==> src/rtl/updown_ctrl_pkg.sv <==
// Shared state encoding, default parameters and state helpers for the up/down mode controller.
// Encoding puts hold in bit 1 and direction in bit 0, so a press toggles exactly one bit.
package updown_ctrl_pkg;

  typedef logic [1:0] state_t;

  localparam state_t RUN_DOWN  = 2'b00;
  localparam state_t RUN_UP    = 2'b01;
  localparam state_t HOLD_DOWN = 2'b10;
  localparam state_t HOLD_UP   = 2'b11;

  localparam logic [15:0] DEF_DEBOUNCE_CYCLES = 16'd50000;
  localparam logic [23:0] DEF_TICK_DIV        = 24'd5000000;

  function automatic state_t next_state(input state_t cur, input logic dir_press,
                                        input logic pause_press);
    return cur ^ {pause_press, dir_press};
  endfunction

  function automatic logic is_up(input state_t s);
    return s[0];
  endfunction

  function automatic logic is_hold(input state_t s);
    return s[1];
  endfunction

endpackage

==> src/rtl/btn_debounce.sv <==
// Button conditioner: 2-FF synchronizer, consecutive-cycle debounce, registered press pulse.
// Press fires with the debounced rise; disarmed after reset until the input is seen low.
module btn_debounce
  import updown_ctrl_pkg::*;
#(
  parameter logic [15:0] DEBOUNCE_CYCLES = DEF_DEBOUNCE_CYCLES
) (
  input  logic clk,
  input  logic reset,
  input  logic btn_raw,
  output logic level,
  output logic press
);

  logic        sync1_q, sync2_q;
  logic        level_q, level_d;
  logic        press_q, press_d;
  logic        armed_q, armed_d;
  logic [1:0]  primed_q;
  logic [15:0] cnt_q, cnt_d;
  logic        flip;

  always_comb begin
    cnt_d   = '0;
    level_d = level_q;
    flip    = 1'b0;
    if (sync2_q != level_q) begin
      if (cnt_q == DEBOUNCE_CYCLES - 16'd1) begin
        flip    = 1'b1;
        level_d = ~level_q;
      end else begin
        cnt_d = cnt_q + 16'd1;
      end
    end
    press_d = flip & ~level_q & armed_q;
    // Synchronizer contents are only trusted two cycles after reset; a button held
    // through reset must be observed released before it can produce a press.
    armed_d = armed_q | (primed_q[1] & ~sync2_q & ~level_q);
  end

  always_ff @(posedge clk) begin
    if (reset) begin
      sync1_q  <= 1'b0;
      sync2_q  <= 1'b0;
      level_q  <= 1'b0;
      press_q  <= 1'b0;
      armed_q  <= 1'b0;
      primed_q <= '0;
      cnt_q    <= '0;
    end else begin
      sync1_q  <= btn_raw;
      sync2_q  <= sync1_q;
      level_q  <= level_d;
      press_q  <= press_d;
      armed_q  <= armed_d;
      primed_q <= {primed_q[0], 1'b1};
      cnt_q    <= cnt_d;
    end
  end

  assign level = level_q;
  assign press = press_q;

endmodule

==> src/rtl/updown_mode_ctrl.sv <==
// Direction/pause controller for a downstream up/down counter: FSM plus count-enable prescaler.
// State and all outputs update on the edge after a debounced press pulse.
module updown_mode_ctrl
  import updown_ctrl_pkg::*;
#(
  parameter logic [15:0] DEBOUNCE_CYCLES = DEF_DEBOUNCE_CYCLES,
  parameter logic [23:0] TICK_DIV        = DEF_TICK_DIV
) (
  input  logic clk,
  input  logic reset,
  input  logic btn_dir_raw,
  input  logic btn_pause_raw,
  output logic mode,
  output logic cnt_en,
  output logic paused,
  output logic dir_changed
);

  logic        dir_press, pause_press;
  logic        dir_level_unused, pause_level_unused;
  state_t      state_q, state_d;
  logic [23:0] presc_q, presc_d;
  logic        dir_chg, tick_d;
  logic        mode_q, mode_d;
  logic        paused_q, paused_d;
  logic        dchg_q, dchg_d;
  logic        cnt_en_q;

  btn_debounce #(.DEBOUNCE_CYCLES(DEBOUNCE_CYCLES)) u_dir_btn (
    .clk     (clk),
    .reset   (reset),
    .btn_raw (btn_dir_raw),
    .level   (dir_level_unused),
    .press   (dir_press)
  );

  btn_debounce #(.DEBOUNCE_CYCLES(DEBOUNCE_CYCLES)) u_pause_btn (
    .clk     (clk),
    .reset   (reset),
    .btn_raw (btn_pause_raw),
    .level   (pause_level_unused),
    .press   (pause_press)
  );

  always_ff @(posedge clk) begin
    if (reset) begin
      state_q  <= RUN_DOWN;
      presc_q  <= '0;
      mode_q   <= 1'b0;
      paused_q <= 1'b0;
      dchg_q   <= 1'b0;
      cnt_en_q <= 1'b0;
    end else begin
      state_q  <= state_d;
      presc_q  <= presc_d;
      mode_q   <= mode_d;
      paused_q <= paused_d;
      dchg_q   <= dchg_d;
      cnt_en_q <= tick_d;
    end
  end

  always_comb begin
    state_d = next_state(state_q, dir_press, pause_press);
  end

  // A direction change restarts the tick interval and swallows a coincident wrap.
  always_comb begin
    dir_chg = is_up(state_d) ^ is_up(state_q);
    presc_d = presc_q;
    tick_d  = 1'b0;
    if (dir_chg) begin
      presc_d = '0;
    end else if (!is_hold(state_q)) begin
      if (presc_q == TICK_DIV - 24'd1) begin
        presc_d = '0;
        tick_d  = 1'b1;
      end else begin
        presc_d = presc_q + 24'd1;
      end
    end
  end

  always_comb begin
    mode_d   = is_up(state_d);
    paused_d = is_hold(state_d);
    dchg_d   = dir_chg;
  end

  assign mode        = mode_q;
  assign cnt_en      = cnt_en_q;
  assign paused      = paused_q;
  assign dir_changed = dchg_q;

endmodule

==> config.mk <==
export PLATFORM = sky130hd
export DESIGN_NAME = updown_mode_ctrl
export DESIGN_NICKNAME = d
export VERILOG_FILES = /design/src/rtl/updown_ctrl_pkg.sv /design/src/rtl/btn_debounce.sv /design/src/rtl/updown_mode_ctrl.sv
export SDC_FILE = /design/constraint.sdc
export NUM_CORES = 1
export LEC_CHECK = 0
export CAP_MARGIN = 15
export CORE_ASPECT_RATIO = 0.6
export CORE_UTILIZATION = 55
export CTS_CLUSTER_DIAMETER = 60
export DETAILED_ROUTE_END_ITERATION = 8
export PLACE_DENSITY = 0.75
export SLEW_MARGIN = 0
export SYNTH_ARGS = -nofsm -noshare
export SYNTH_HDL_FRONTEND = slang
export SYNTH_SLANG_ARGS = --single-unit
==> constraint.sdc <==
create_clock -name clk -period 2.1 [get_ports clk]
set_clock_uncertainty 0.15 [all_clocks]
set_input_delay 0.315 -clock clk [delete_from_list [all_inputs] [get_ports clk]]
set_output_delay 0.315 -clock clk [all_outputs]
set_load 0.01 [all_outputs]
Word-level counts from Yosys, hierarchy flattened
Cells that the tools add are included.
Storage, ports and cells
  bits in registers: 76
  bits in latches: 0
  memory bits (writable): 0
  memory bits (read-only): 0
  input bits: 4
  memories: 0
Operators by class
  add/sub/neg operators: 3
  multiply operators: 0
  div/mod/pow operators: 0
  $lt $le $gt $ge: 0
  eq/ne operators: 5
  shift operators: 0
  muxes and demuxes: 8
  bitwise operators: 18
  reduce and logical (&&, ||, !) cells: 6
Operator list (count)
  adder 16 x 1 -> 16 bit, second input constant: 2
  equality test 16 bit, second input constant: 2
  adder 24 x 1 -> 24 bit, second input constant: 1
  equality test 24 x 23 -> 1 bit, second input constant: 1
  two-way mux 24 bit: 1
  OR reduction 3 bit: 3
  bitwise AND 1 bit: 8
  two-way mux 1 bit: 7
  inverter 1 bit: 6
  AND reduction 2 bit: 2
  inequality test 1 bit: 2
  OR 1 bit: 2
  OR reduction 2 bit: 1
  XOR 2 bit: 1
  XOR 1 bit: 1

Logic depth before layout (Yosys ltp)
Gate-level depths: netlist of the first run.
  depth in word-level cells: 5
  mapped depth: 7
  depth with buffers taken out: 5

By module
From an unflattened synthesis of the first run, not the netlist that was laid out.
Second synthesis, totals
  cell total of the unflattened synthesis: 341
  area total of the unflattened synthesis: 3215.6 sq um
By module, submodules not included
  btn_debounce: instances 2, cells an instance 98, area each 953.4 sq um, seq. area each 460.4 sq um
  updown_mode_ctrl: instances 1, cells an instance 145, area each 1308.8 sq um, seq. area each 560.5 sq um

Worst setup path after synthesis of the first run
Ideal clock, no wire load.
  path kind: register -> register
  from: register presc_q[0]
  to: register presc_q[20]
  setup time: 0.070 ns
  data arrival time: 1.855 ns
  data required time: 1.880 ns
  slack: 0.025 ns
  cell stages (with the launch flop): 7
  buffers on the path: 1
  period minus slack after synthesis: 2.075 ns
  cell sequence: dfxtp_1 > ha_1 > nand3b_4 > or4_4 > buf_6 > or4_1 > a21oi_1
On the way
  longest elaborated chain between the ends: 2
  elaborated cells on any way between the ends: 3
  classes of those cells: add/sub: 1; eq/ne: 1; mux: 1
Ends and longest elaborated chain
  from (decl): RTL line updown_mode_ctrl.sv:22  | logic [23:0] presc_q, presc_d;
  from (signal assigned): RTL line updown_mode_ctrl.sv:55  | presc_q <= presc_d;
  adder 24 x 1 -> 24 bit or equality test 24 x 23 -> 1 bit (tied branches): RTL line updown_mode_ctrl.sv:79, updown_mode_ctrl.sv:75
  two-way mux 24 bit *: RTL line updown_mode_ctrl.sv:75  | if (presc_q == TICK_DIV - 24'd1) begin
Every way passes the cells marked *; elsewhere a longest branch is shown, timed or not.
A chain may end at the register's enable or synchronous reset.

Final worst setup path of the first run
  from: register presc_q[0]
  to: register presc_q[23]
Same word-level chain as after synthesis.

==> impl_metrics.csv, run 1 <==
group,metric,value,unit
status,status,"complete, but fails checks",
status,failed_checks,"negative setup slack",
grt,antenna_found_initial,0,
worst_setup_path,crit_path_max_incr_delay,0.60,ns
drt,drc,0,
die,initial_core_util,59.1,%
synthesis,async_flop_share,0,%
pwr,power.density,711,nW/um^2
die,io-pin-count,8,
placement,dp_hpwl,4210,um
final_layout,final_cell_area,3580,sq um
synthesis,synth_flop_cell,"dfxtp_1",
min_path,hold_depth,1,
drt,wl_per_cell,14.1,um
placement,dpl-instance-area,3350,sq um
drt,viasPerCell,5.61,
clocking,cts.sinks,72,
pwr,total_power,2550,uW
pwr,p_leak,0.00118,uW
clocking,cts-htree-levels,3,
worst_setup_path,timing.rr.end,"presc_q[23]",
synthesis,postSynthCellCount,337,
sta,timing.final.ws_setup,-0.00814,ns
clocking,clk_path_buf_depth,2,
final_layout,drive_gt1_share,16.0,%
synthesis,synth_seq_cells,72,
clocking,clk_pin_slew,0.08,ns
job,drv_cap,0,
drt,vias,2476,
synthesis,syn_nets,344,
worst_setup_path,crit_fanout,6,
worst_setup_path,end_kind,"flip-flop",
sta,max_freq,0.474,GHz
clocking,clock_latency,0.35,ns
synthesis,synth_cell_types,38,
worst_setup_path,cp.required,2.23,ns
grt,grt_usage,23.0,%
die,core-area,5230,sq um
clocking,cts_buffers,9,
clocking,cts_hold_buf,0,
synthesis,synth-edff-count,0,
final_layout,seq_area,1450,sq um
drt,first_iter_violations,168,
clocking,cts_tree,"yes",
min_path,worstHoldStart,"u_dir_btn.primed_q[0]",
die,fp.dieH,60.1,um
sta,slew-limit-headroom,74.7,%
sta,setup_viol,1,
sta,worst_pin_slew,0.375,ns
synthesis,avgSynthCellArea,9.17,sq um
final_layout,area_delta_synth_final,15.8,%
worst_setup_path,reg2reg_slack,-0.008,ns
final_layout,nets,377,
final_layout,multiInputGateArea,1560,sq um
worst_setup_path,crit_type,"flip-flop to flip-flop",
clocking,cts-root-buf,"clkbuf_8",
final_layout,fillCellCount,405,
sta,slew_violations,0,
synthesis,ys_warn_count,0,
worst_setup_path,rr_worst_depth,5,
die,rows,20,
pwr,peakVddDrop,393,uV
final_layout,diodes,0,
min_path,holdPathEnd,"u_dir_btn.primed_q[1]",
die,die_w,98.8,um
drt,wl,6200,um
sta,period_minus_slack,2.11,ns
drt,postRouteAntennaNets,0,
synthesis,syn_area,3090,sq um
worst_setup_path,cp.arrival,2.24,ns
worst_setup_path,path_cells,"buf_4 -> nand4b_1 -> or4_4 -> or4_1 -> a21oi_1",
die,die-area,5930,sq um
grt,grt_overflow,0,
min_path,hold_class,"flip-flop to flip-flop",
placement,io_buffer_count,7,
sta,post-route-period-util,100,%
placement,globalplace.congestion,0.821,
grt,grt_pass1_wl,10300,um
drt,drt_first_pass_iters,4,
worst_setup_path,crit_path_start_kind,"flip-flop",
worst_setup_path,slowest_stage,"or4_4",
sta,hold_viol,0,
synthesis,ys_seq_area_share,46.6,%
grt,grt_start_max_net_pins,17,
grt,grt_pass1_vias,2127,
worst_setup_path,reg2reg_from,"presc_q[0]",
per-stage QoR:
stage	worst slack [ns]	utilization (%)	instances	hold slack [ns]	setup TNS (ns)
floorplan	0.0251	-	337	0.237	0
global placement	0.0422	64.1	423	0.267	0
detailed placement	0.0181	64.1	423	0.273	0
CTS	0.0708	67.9	439	0.291	0
global route	-0.0173	68.4	441	0.323	-0.0173
finish	-0.00814	68.4	441	0.283	-0.00814
per-layer routing:
| metal | part of all wire, % | GRT usage (%) |
|---|---|---|
| met1 | 52 | 31.9 |
| met2 | 42 | 32.6 |
| met3 | 5.4 | 8.54 |
| met4 | 0.61 | 8.32 |
| met5 | 0 | 0 |
flip-flops by register name, indices dropped and copies added, names as in the netlist, 2 cells and up:
register            cells
state_q                 2
u_dir_btn.cnt_q        16
u_dir_btn.primed_q      2
presc_q                24
u_pause_btn.cnt_q      16
synth_stat cells, drive strengths merged (5+ instances only):
cell    n  area (sq um)
buf     5          52.6
inv     8          30.0
nand4  13          81.3
nor2   61           229
or4     6          52.6
or3     7          43.8
and3    5          31.3
a21oi  16          80.1
o21ai   8          40.0
nor4    8          56.3
nor3    8          40.0
or4b    5          50.1
xnor2  33           289
nor2b   7          43.8
dfxtp  72          1440
xor2    8          70.1
nand2  16          60.1
nand3  15          80.1
critical path, delay by kind of cell (launching register included):
family | cells | cell delay [ns]
compound gates | 1 | 0.17
flops | 1 | 0.33
simple gates | 3 | 1.27
buf+inv | 1 | 0.11
cells in the final DEF (no fill, tap or decap), types with 10 or more instances in the layout:
cell type	n
xnor2_1	33
nor2_1	61
nand4_1	13
clkbuf_8	10
a21oi_1	15
nand3_1	14
nand2_1	16
dfxtp_1	66
buf_4	22
cells by family (layout without fill, tap and decap cells):
| kind of cell | after synthesis | in the layout | share of synthesized area [%] |
|---|---|---|---|
| AO/OA/AOI/OAI | 31 | 31 | 5.71 |
| XOR/XNOR | 41 | 41 | 11.6 |
| adder cells (fa/ha/maj) | 3 | 3 | 1.21 |
| buffers and inverters | 17 | 55 | 3.16 |
| flip-flops | 72 | 72 | 46.6 |
| multiplexers | 3 | 3 | 0.971 |
| AND/OR/NAND/NOR | 170 | 170 | 30.7 |
worst max-delay path by stage:
stage / startpoint / endpoint / slack, ns
floorplan: presc_q[0] / presc_q[20] / 0.03
detailed placement: presc_q[0] / presc_q[16] / 0.02
CTS: presc_q[6] / presc_q[21] / 0.07
global route: presc_q[0] / presc_q[23] / -0.02
finish: presc_q[0] / presc_q[23] / -0.008
global placement: presc_q[0] / presc_q[16] / 0.04
layout make-up:
class	count	share of cell area [%]
tap	66	2.31
multi-input combinational	248	43.6
sequential	72	40.5
clock buffer	11	3.95
inverter	8	0.839
timing repair buffer	31	7.27
clock inverter	5	1.57
repair_timing:
action | in CTS | in global routing
resized for setup | 0 | 8
pin swaps | 1 | 5
setup endpoints to repair | 1 | 1
setup buffers | 0 | 2
power breakdown:
group	total (uW)	internal, uW	switching, uW
combinational	63.1	31.0	32.1
clock	1090	579	515
sequential	1390	1380	9.71
(Power assumes the default switching activity.)
==> run 2: changes to the inputs <==
CORE_UTILIZATION = 56   (was 55)
DONT_BUFFER_PORTS = 1   (was default)
PLACE_DENSITY = 0.74   (was 0.75)
RECOVER_POWER = 100   (was default)
==> run 2 against run 1 <==
The run now ends clean. Die area down 1.7%. Worst hold slack worse by 0.22 ns. Routed wire length down 4.4%. Count of clock-buffer cells in the layout down 1. Core utilization down 0.91 points. Cell count down 0.68%. Fmax up 4.1%. Critical endpoint is now presc_q[14]. Largest cell class unchanged. Largest power group unchanged.
==> impl_metrics.csv, run 2 (synthesis gave the netlist of run 1 again) <==
group,metric,value,unit
grt,grt_usage,22.5,%
sta,hold_viol,0,
grt,grtUsageMet1,30.5,%
die,rows,20,
job,drv_cap,0,
sta,timing.final.ws_setup,0.0748,ns
die,core-area,5180,sq um
grt,grt_overflow,0,
worst_setup_path,end_kind,"flip-flop",
worst_setup_path,cp.arrival,2.15,ns
sta,setup_viol,0,
worst_setup_path,path_cells,"ha_2 -> nand3b_4 -> or4_4 -> clkbuf_2 -> or3_1 -> a21oi_1",
die,fp.dieH,59.6,um
pwr,total_power,2380,uW
worst_setup_path,slowest_stage,"or4_4",
worst_setup_path,crit_path_max_incr_delay,0.53,ns
clocking,cts.sinks,72,
drt,postRouteAntennaNets,0,
die,die-area,5830,sq um
worst_setup_path,cp.required,2.23,ns
final_layout,final_common_cell,"dfxtp_1",
drt,first_iter_violations,122,
die,io-pin-count,8,
clocking,clock_latency,0.34,ns
pwr,peakVddDrop,349,uV
grt,grt_pass1_vias,2136,
min_path,worstHoldStart,"reset",
drt,wl,5930,um
final_layout,layout_common_cells,"71 x dfxtp_1, 61 x nor2_1, 33 x xnor2_1",
clocking,cts-root-buf,"clkbuf_8",
placement,dp_slack,-0.0158,ns
drt,vias,2407,
grt,grtUsageMet2,32.8,%
final_layout,drive_gt1_share,13.7,%
sta,slew_violations,0,
die,initial_core_util,59.7,%
placement,globalplace.congestion,0.816,
worst_setup_path,crit_path_start_kind,"flip-flop",
sta,tns,0,ns
grt,grtUsageMet3,7.43,%
clocking,cts_tree,"yes",
final_layout,nets,374,
pwr,power.density,680,nW/um^2
placement,dp_cells,418,
worst_setup_path,critPathLaunch,"presc_q[1]",
grt,busiest_layer,"met2",
clocking,cts-htree-levels,3,
grt,antenna_found_initial,0,
grt,grt_pass1_wl,9920,um
sta,worst_pin_slew,0.563,ns
final_layout,max_flop_register,"presc_q",
drt,viasPerCell,5.50,
grt,grt_start_max_net_pins,17,
clocking,cts_buffers,9,
sta,rsz0062_at_grt,"no",
die,die_w,97.9,um
final_layout,top_regs,"presc_q: 24 flops, u_dir_btn.cnt_q: 16 flops, u_pause_btn.cnt_q: 16 flops",
drt,wl_per_cell,13.5,um
final_layout,area_delta_synth_final,13.2,%
final_layout,final_cells,438,
worst_setup_path,critical_path_buf_inv_count,1,
worst_setup_path,crit_fanout,8,
sta,slew-limit-headroom,62.3,%
placement,dp_hpwl,4190,um
sta,post-route-period-util,96.4,%
final_layout,diodes,0,
sta,max_freq,0.494,GHz
placement,io_buffer_count,0,
drt,drt_first_pass_iters,4,
sta,period_minus_slack,2.03,ns
status,status,"complete, no violations",
worst_setup_path,path_delay_family,"simple AND/OR/NAND/NOR gates",
worst_setup_path,crit_type,"flip-flop to flip-flop",
clocking,clk_pin_slew,0.07,ns
final_layout,utilization,67.5,%
final_layout,fillCellCount,428,
clocking,clk_path_buf_depth,2,
drt,drc,0,
final_layout,largest_reg_flops,24,
pwr,p_leak,0.00115,uW
worst_setup_path,reg2reg_from,"presc_q[1]",
min_path,hold_class,"input pin to flip-flop",
run 2: routing by layer:
layer	vias up	share of wire (%)
li1	1248	-
met1	1105	53
met2	49	41
met3	5	4.6
met4	0	0.79
met5	-	0
run 2: metrics by stage:
| step | instance area [sq um] | hold WS [ns] |
|---|---|---|
| 2_1_floorplan | 3090 | 0.237 |
| 3_3_place_gp | 3310 | 0.239 |
| 3_5_place_dp | 3310 | 0.240 |
| 4_1_cts | 3510 | 0.0414 |
| 5_1_grt | 3500 | 0.0499 |
| 6_report | 3500 | 0.0593 |
run 2: report_power, final:
part           internal, uW  total, uW  switching [uW]  leakage (uW)
Clock                   422        929             507     0.0000858
Sequential             1380       1390            10.8      0.000583
Combinational          28.4       59.8            31.3      0.000477
run 2: path summary, 6_finish.rpt:
path / end / slack, ns / cells after the start
max: presc_q[14] / 0.07 / 6
min: u_dir_btn.cnt_q[1] / 0.06 / 2
max reg2reg: presc_q[14] / 0.07 / 6
min reg2reg: u_pause_btn.sync2_q / 0.29 / 1
run 2: area by class of cell:
| type | instances | area (sq um) | share of cell area, % |
|---|---|---|---|
| clock inverters | 6 | 36.3 | 1.04 |
| multi-input cells | 248 | 1560 | 44.5 |
| clock buffers | 10 | 128 | 3.65 |
| inverters | 8 | 30.0 | 0.858 |
| repair buffers | 28 | 224 | 6.40 |
| well taps | 66 | 82.6 | 2.36 |
| flip-flops and latches | 72 | 1440 | 41.2 |
run 2: repair_timing:
item,CTS,global route
buffers inserted,0,1
hold buffers,3,0
pin swaps,0,1
gates resized for setup,2,0
hold endpoints to repair,13,0
endpoints found under the setup margin,2,2
run 2: worst reg2reg max path: cells and delay by family (launching register included):
family	cells	cell delay [ns]
simple gates	3	0.92
buf+inv	1	0.17
compound gates	1	0.16
fa+ha+maj	1	0.21
flops	1	0.35
